[src/rtl/multicycle_controller.sv]
// Moore control FSM for the multicycle MIPS core: sequences the shared memory/ALU datapath
// and stalls FETCH/MEMRD/MEMWR on the memory-ready handshake.
//
//   state | meaning
//   ------+---------------------------------------------------------
//   0     | FETCH    read instruction at PC, PC <= PC+4
//   1     | DECODE   branch target into ALUOut, dispatch on opcode
//   2     | MEMADR   effective address for lw/sw
//   3     | MEMRD    load data read into MDR
//   4     | MEMWB    write MDR to rt
//   5     | MEMWR    store B at ALUOut
//   6     | EXECUTE  R-type ALU operation
//   7     | ALUWB    write ALUOut to rd
//   8     | BRANCH   compare A/B, conditionally load PC from ALUOut
//   9     | ADDIEXEC A + sign-extended immediate
//   10    | ADDIWB   write ALUOut to rt
//   11    | JUMP     PC <= jump target
module multicycle_controller #(
    parameter bit USE_MEM_READY = 1'b1
) (
    input  logic       clk_i,
    input  logic       reset_i,
    input  logic [5:0] op_i,
    input  logic [5:0] funct_i,
    input  logic       zero_i,
    input  logic       mem_ready_i,
    output logic       i_or_d_o,
    output logic       ir_write_o,
    output logic       mem_write_o,
    output logic       reg_write_o,
    output logic       reg_dest_o,
    output logic       mem_to_reg_o,
    output logic       alu_src_a_o,
    output logic [1:0] alu_src_b_o,
    output logic [1:0] pc_src_o,
    output logic [2:0] alu_ctrl_o,
    output logic       pc_en_o,
    output logic [3:0] state_o
);

    typedef enum logic [3:0] {
        S_FETCH    = 4'd0,
        S_DECODE   = 4'd1,
        S_MEMADR   = 4'd2,
        S_MEMRD    = 4'd3,
        S_MEMWB    = 4'd4,
        S_MEMWR    = 4'd5,
        S_EXECUTE  = 4'd6,
        S_ALUWB    = 4'd7,
        S_BRANCH   = 4'd8,
        S_ADDIEXEC = 4'd9,
        S_ADDIWB   = 4'd10,
        S_JUMP     = 4'd11
    } state_e;

    localparam logic [5:0] OP_RTYPE = 6'b000000;
    localparam logic [5:0] OP_LW    = 6'b100011;
    localparam logic [5:0] OP_SW    = 6'b101011;
    localparam logic [5:0] OP_BEQ   = 6'b000100;
    localparam logic [5:0] OP_BNE   = 6'b000101;
    localparam logic [5:0] OP_ADDI  = 6'b001000;
    localparam logic [5:0] OP_J     = 6'b000010;

    typedef struct packed {
        logic       i_or_d;
        logic       fetch;      // ir_write and pc_write qualified by mem_ready
        logic       mem_write;
        logic       reg_write;
        logic       reg_dest;
        logic       mem_to_reg;
        logic       alu_src_a;
        logic [1:0] alu_src_b;
        logic [1:0] pc_src;
        logic [2:0] alu_ctrl;
        logic       pc_write;
        logic       branch;
        logic       beq_sel;
    } ctrl_t;

    function automatic logic [2:0] alu_decode(input logic [5:0] funct);
        case (funct)
            6'b100000: alu_decode = 3'b010;
            6'b100010: alu_decode = 3'b110;
            6'b100100: alu_decode = 3'b000;
            6'b100101: alu_decode = 3'b001;
            6'b101010: alu_decode = 3'b111;
            default:   alu_decode = 3'b000;
        endcase
    endfunction

    // Output decode is applied to the next state so the registered outputs line up with state_q.
    function automatic ctrl_t ctrl_decode(input logic [3:0] st, input logic [5:0] funct,
                                          input logic [5:0] op);
        ctrl_t c;
        c = '0;
        c.alu_ctrl = 3'b010;
        case (st)
            S_FETCH:    begin c.alu_src_b = 2'b01; c.fetch = 1'b1; end
            S_DECODE:   c.alu_src_b = 2'b11;
            S_MEMADR:   begin c.alu_src_a = 1'b1; c.alu_src_b = 2'b10; end
            S_MEMRD:    c.i_or_d = 1'b1;
            S_MEMWB:    begin c.reg_write = 1'b1; c.mem_to_reg = 1'b1; end
            S_MEMWR:    begin c.i_or_d = 1'b1; c.mem_write = 1'b1; end
            S_EXECUTE:  begin c.alu_src_a = 1'b1; c.alu_ctrl = alu_decode(funct); end
            S_ALUWB:    begin c.reg_write = 1'b1; c.reg_dest = 1'b1; end
            S_BRANCH: begin
                c.alu_src_a = 1'b1;
                c.alu_ctrl  = 3'b110;
                c.pc_src    = 2'b01;
                c.branch    = 1'b1;
                c.beq_sel   = (op == OP_BEQ);
            end
            S_ADDIEXEC: begin c.alu_src_a = 1'b1; c.alu_src_b = 2'b10; end
            S_ADDIWB:   c.reg_write = 1'b1;
            S_JUMP:     begin c.pc_src = 2'b10; c.pc_write = 1'b1; end
            default:    c = '0;
        endcase
        return c;
    endfunction

    logic [3:0] state_q, state_d;
    ctrl_t      ctrl_q, ctrl_d;
    logic       ready;

    assign ready = !USE_MEM_READY || mem_ready_i;

    always_comb begin
        state_d = S_FETCH;
        case (state_q)
            S_FETCH:  state_d = ready ? S_DECODE : S_FETCH;
            S_DECODE: begin
                case (op_i)
                    OP_LW, OP_SW:   state_d = S_MEMADR;
                    OP_RTYPE:       state_d = S_EXECUTE;
                    OP_BEQ, OP_BNE: state_d = S_BRANCH;
                    OP_ADDI:        state_d = S_ADDIEXEC;
                    OP_J:           state_d = S_JUMP;
                    default:        state_d = S_FETCH;
                endcase
            end
            S_MEMADR:   state_d = (op_i == OP_LW) ? S_MEMRD : S_MEMWR;
            S_MEMRD:    state_d = ready ? S_MEMWB : S_MEMRD;
            S_MEMWR:    state_d = ready ? S_FETCH : S_MEMWR;
            S_EXECUTE:  state_d = S_ALUWB;
            S_ADDIEXEC: state_d = S_ADDIWB;
            default:    state_d = S_FETCH;
        endcase
        ctrl_d = ctrl_decode(state_d, funct_i, op_i);
    end

    always_ff @(posedge clk_i) begin
        if (reset_i) begin
            state_q <= S_FETCH;
            ctrl_q  <= ctrl_decode(S_FETCH, 6'd0, 6'd0);
        end else begin
            state_q <= state_d;
            ctrl_q  <= ctrl_d;
        end
    end

    assign i_or_d_o     = ctrl_q.i_or_d;
    assign ir_write_o   = ctrl_q.fetch & ready;
    assign mem_write_o  = ctrl_q.mem_write;
    assign reg_write_o  = ctrl_q.reg_write;
    assign reg_dest_o   = ctrl_q.reg_dest;
    assign mem_to_reg_o = ctrl_q.mem_to_reg;
    assign alu_src_a_o  = ctrl_q.alu_src_a;
    assign alu_src_b_o  = ctrl_q.alu_src_b;
    assign pc_src_o     = ctrl_q.pc_src;
    assign alu_ctrl_o   = ctrl_q.alu_ctrl;
    assign pc_en_o      = ctrl_q.pc_write | (ctrl_q.fetch & ready)
                        | (ctrl_q.branch & (ctrl_q.beq_sel ? zero_i : ~zero_i));
    assign state_o      = state_q;

endmodule

[config.mk]
export PLATFORM = sky130hd
export DESIGN_NAME = multicycle_controller
export DESIGN_NICKNAME = d
export VERILOG_FILES = /design/src/rtl/multicycle_controller.sv
export SDC_FILE = /design/constraint.sdc
export NUM_CORES = 1
export LEC_CHECK = 0
export CAP_MARGIN = 0
export CORE_ASPECT_RATIO = 1.2
export CORE_UTILIZATION = 40
export DETAILED_ROUTE_END_ITERATION = 6
export GPL_TIMING_DRIVEN = 0
export HOLD_SLACK_MARGIN = 0.12
export PLACE_DENSITY = 0.76
export SYNTH_ARGS = -nofsm -noshare
export SYNTH_HDL_FRONTEND = slang
export SYNTH_SLANG_ARGS = --single-unit
[constraint.sdc]
create_clock -name clk_i -period 2.2 [get_ports clk_i]
set_input_delay 0.44 -clock clk_i [delete_from_list [all_inputs] [get_ports clk_i]]
set_output_delay 0.44 -clock clk_i [all_outputs]
set_load 0.02 [all_outputs]
==> impl_metrics.toml <==
[status]
outcome = "completed"

[pwr]
power.density_nw_per_um2 = 421.0
switchingPower_uw = 172.3
seq_power_share = 0.553
pwr-share-clk = 0.252
cellLeakagePower_uw = 0.0006770
vdd_ir_drop_max_mv = 0.3501
power.switching_fraction = 0.2456
p_int_uw = 529.4
power_frac_comb = 0.195

[routing]
antenna_left = 0
finalWirelength_mm = 2.611
wl_per_cell_um = 13.32
wirelength_met1_mm = 1.156
drc = 0
dr_wl_met3_um = 91
dr_wl_met2_mm = 1.346
dr.pass1.iters = 4
viasPerCell = 5.041
drtIter0Drc = 19
via_count = 988
highest_layer = "met4"

[clock_network]
ctsHoldBuffers = 0
cts_tree = "built"
cts_buffers = 3
cts_max_level = 1
clock_sink_count = 21
clk_pin_slew_ps = 110
clk_latency_ps = 300
cts-root-buf = "clkbuf_4"
max-clock-path-buffers = 2

[sta]
finalCritPeriodShare = 0.9756
drv_slew = 0
relSlewSlack = 0.7066
worst_slew_pin_slew_ps = 440.1
fmax_ghz = 0.4659
clock_skew_ps = 7.619
period_minus_slack_ps = 2146
setup_ws_ps = 53.60
hold_viol_final = 0
rsz0062_at_grt = "yes"
finalSetupViolCount = 0
whs_ps = 471.3

[setup_path]
start_kind = "primary input"
critPathArrivalTime_ps = 2400
path_max_fanout = 3
required_ps = 2450
crit_slowest_cell = "or4b_4"
crit_chain = "clkdlybuf4s15_1 -> or3_4 -> or4b_4 -> a41oi_4 -> nand2_1 -> or4_4 -> nand3_2"
worstSetupEndpointType = "register"
crit_type = "primary input to register"
max_stage_delay_ps = 560

[cells_and_area]
final_core_utilization = 0.6529
diodes = 0
ff_latch_area_um2 = 421.7
area_delta_synth_final_pct = 54.35
multi_input_area_um2 = 694.4
drive_gt1_frac = 0.2822
nNetsFinal = 180
fillers = 218

[yosys]
synth_top_area_cell = "dfxtp_1"
ys.flop_type = "dfxtp_1"
avgSynthCellArea_um2 = 9.229
async_reset_ff_frac = 0
synth.area.mux_share = 0.009270
synth_compound_area_frac = 0.1425
yosys_warnings = 0
ys_seq_area_frac = 0.3893
synth_common_cells = "dfxtp_1 (21), nor2_1 (12), nand2_1 (8)"
yosysMostFrequentCell = "dfxtp_1"
synth_top_area_share = 0.3893
netlist_area_um2 = 1080
synth-xor-area-share = 0.02433
ys_seq_elements = 21
ys_types = 44
synth-simple-area-share = 0.3523
synthAdderAreaFrac = 0
syn_inst = 117
synth_area_leaders = "dfxtp_1 (39%), buf_4 (4.9%), nor2_1 (4.2%), and2_1 (2.9%), nand2_1 (2.8%)"
syn_nets = 133
synth_edf_count = 0
synth_top_family_by_area = "simple AND/OR/NAND/NOR gates"

[worst_hold_path]
hp-class = "primary input to register"

[die]
dieArea_um2 = 2912
rows = 20
initial_core_util = 0.4230
fp.dieW_um = 49.43
io_pins = 35
core_area_um2 = 2552
die_h_um = 58.92

[global_routing]
antenna_found_initial = 0
grt_max_degree = 12
grt_util_all_layers = 0.1897
grt_pass1_vias = 1008
grt_overflow = 0
grt_pass1_wl_mm = 4.353

[placed_design]
gp_congestion = 0.9101
place_ws_ps = -726.2
hpwl_mm = 1.755
port_buffers = 34

[flow_run]
cap_violations = 0
[power by group through the flow]
| stage | sequential [uW] | clock [uW] | combinational, uW |
|---|---|---|---|
| global placement | 396 | 0 | 111 |
| finish | 388 | 177 | 137 |
| detailed placement | 396 | 0 | 114 |
| floorplan | 398 | 0 | 55.4 |
| global route | 389 | 195 | 147 |
| CTS | 388 | 179 | 128 |
[state kept, by name (all words and copies together), names as in the netlist]
| signal | count |
|---|---|
| alu_src_a_o | 1 |
| pc_src_o | 2 |
| state_o | 4 |
| reg_dest_o | 1 |
| mem_write_o | 1 |
| ctrl_q | 4 |
| alu_ctrl_o | 3 |
| i_or_d_o | 1 |
| alu_src_b_o | 2 |
| reg_write_o | 1 |
| mem_to_reg_o | 1 |
[cell type report]
cell class,instances,area share
clock buffer,4,0.01577
tap,33,0.02477
timing repair buffer,43,0.2372
buffer,11,0.04805
multi-input combinational,82,0.4167
sequential,21,0.2530
inverter,2,0.004505
[final timing paths]
kind | startpoint | endpoint | slack (ps) | cells after the start
worst max-delay path | op_i[2] | alu_src_a_o | 50 | 7
worst min-delay path | op_i[0] | ctrl_q[0] | 470 | 2
worst max register to register | state_o[1] | alu_src_a_o | 70 | 7
worst min register to register | state_o[3] | ctrl_q[2] | 820 | 2
[layer usage]
| layer | vias up | GRT usage |
|---|---|---|
| li1 | 505 | - |
| met1 | 455 | 0.2376 |
| met2 | 24 | 0.3425 |
| met3 | 4 | 0.02842 |
| met4 | 0 | 0.04490 |
| met5 | - | 0 |
[logic make-up (layout without fill, tap and decap cells)]
kind of cell | after synthesis | after routing
simple gates | 62 | 62
xor+xnor | 3 | 3
compound gates | 16 | 16
buf+inv | 14 | 60
mux | 1 | 1
flops | 21 | 21
[critical path: cells and delay by family]
| kind | cells | cell delay (ps) |
|---|---|---|
| AND/OR/NAND/NOR | 5 | 1540 |
| AO/OA/AOI/OAI | 1 | 210 |
| buffers and inverters | 1 | 210 |
[layout by cell type, fill, tap and decap left out, types with 3 or more instances in the layout]
cell type | synthesis | final
buf_2 | 2 | 3
o21ai_0 | 3 | 3
nand2b_1 | 4 | 4
nand3_1 | 5 | 3
xnor2_1 | 3 | 3
dfxtp_1 | 21 | 20
nand2_1 | 8 | 8
nor2_1 | 12 | 11
clkdlybuf4s50_1 | 0 | 26
clkbuf_4 | 0 | 4
buf_4 | 7 | 16
nor3_1 | 4 | 4
or3_4 | 1 | 3
dlygate4sd2_1 | 0 | 4
and2_1 | 5 | 5
[timing repair]
action | in CTS | in global routing
buffers inserted | 6 | 3
gates cloned | 0 | 0
resized for setup | 25 | 14
setup endpoints to repair | 15 | 7
pin swaps | 6 | 4
[through the flow]
step / instances / setup TNS (ps) / total power, uW / instance area, um^2
6_report: 196 / 0 / 701.7 / 1667
5_1_grt: 196 / -13.36 / 730.7 / 1667
4_1_cts: 193 / -6.029 / 694.9 / 1600
3_5_place_dp: 184 / -7654 / 510.4 / 1461
3_3_place_gp: 184 / -7074 / 507.2 / 1461
2_1_floorplan: 117 / -30.90 / 453.7 / 1080
(Power assumes the default switching activity.)
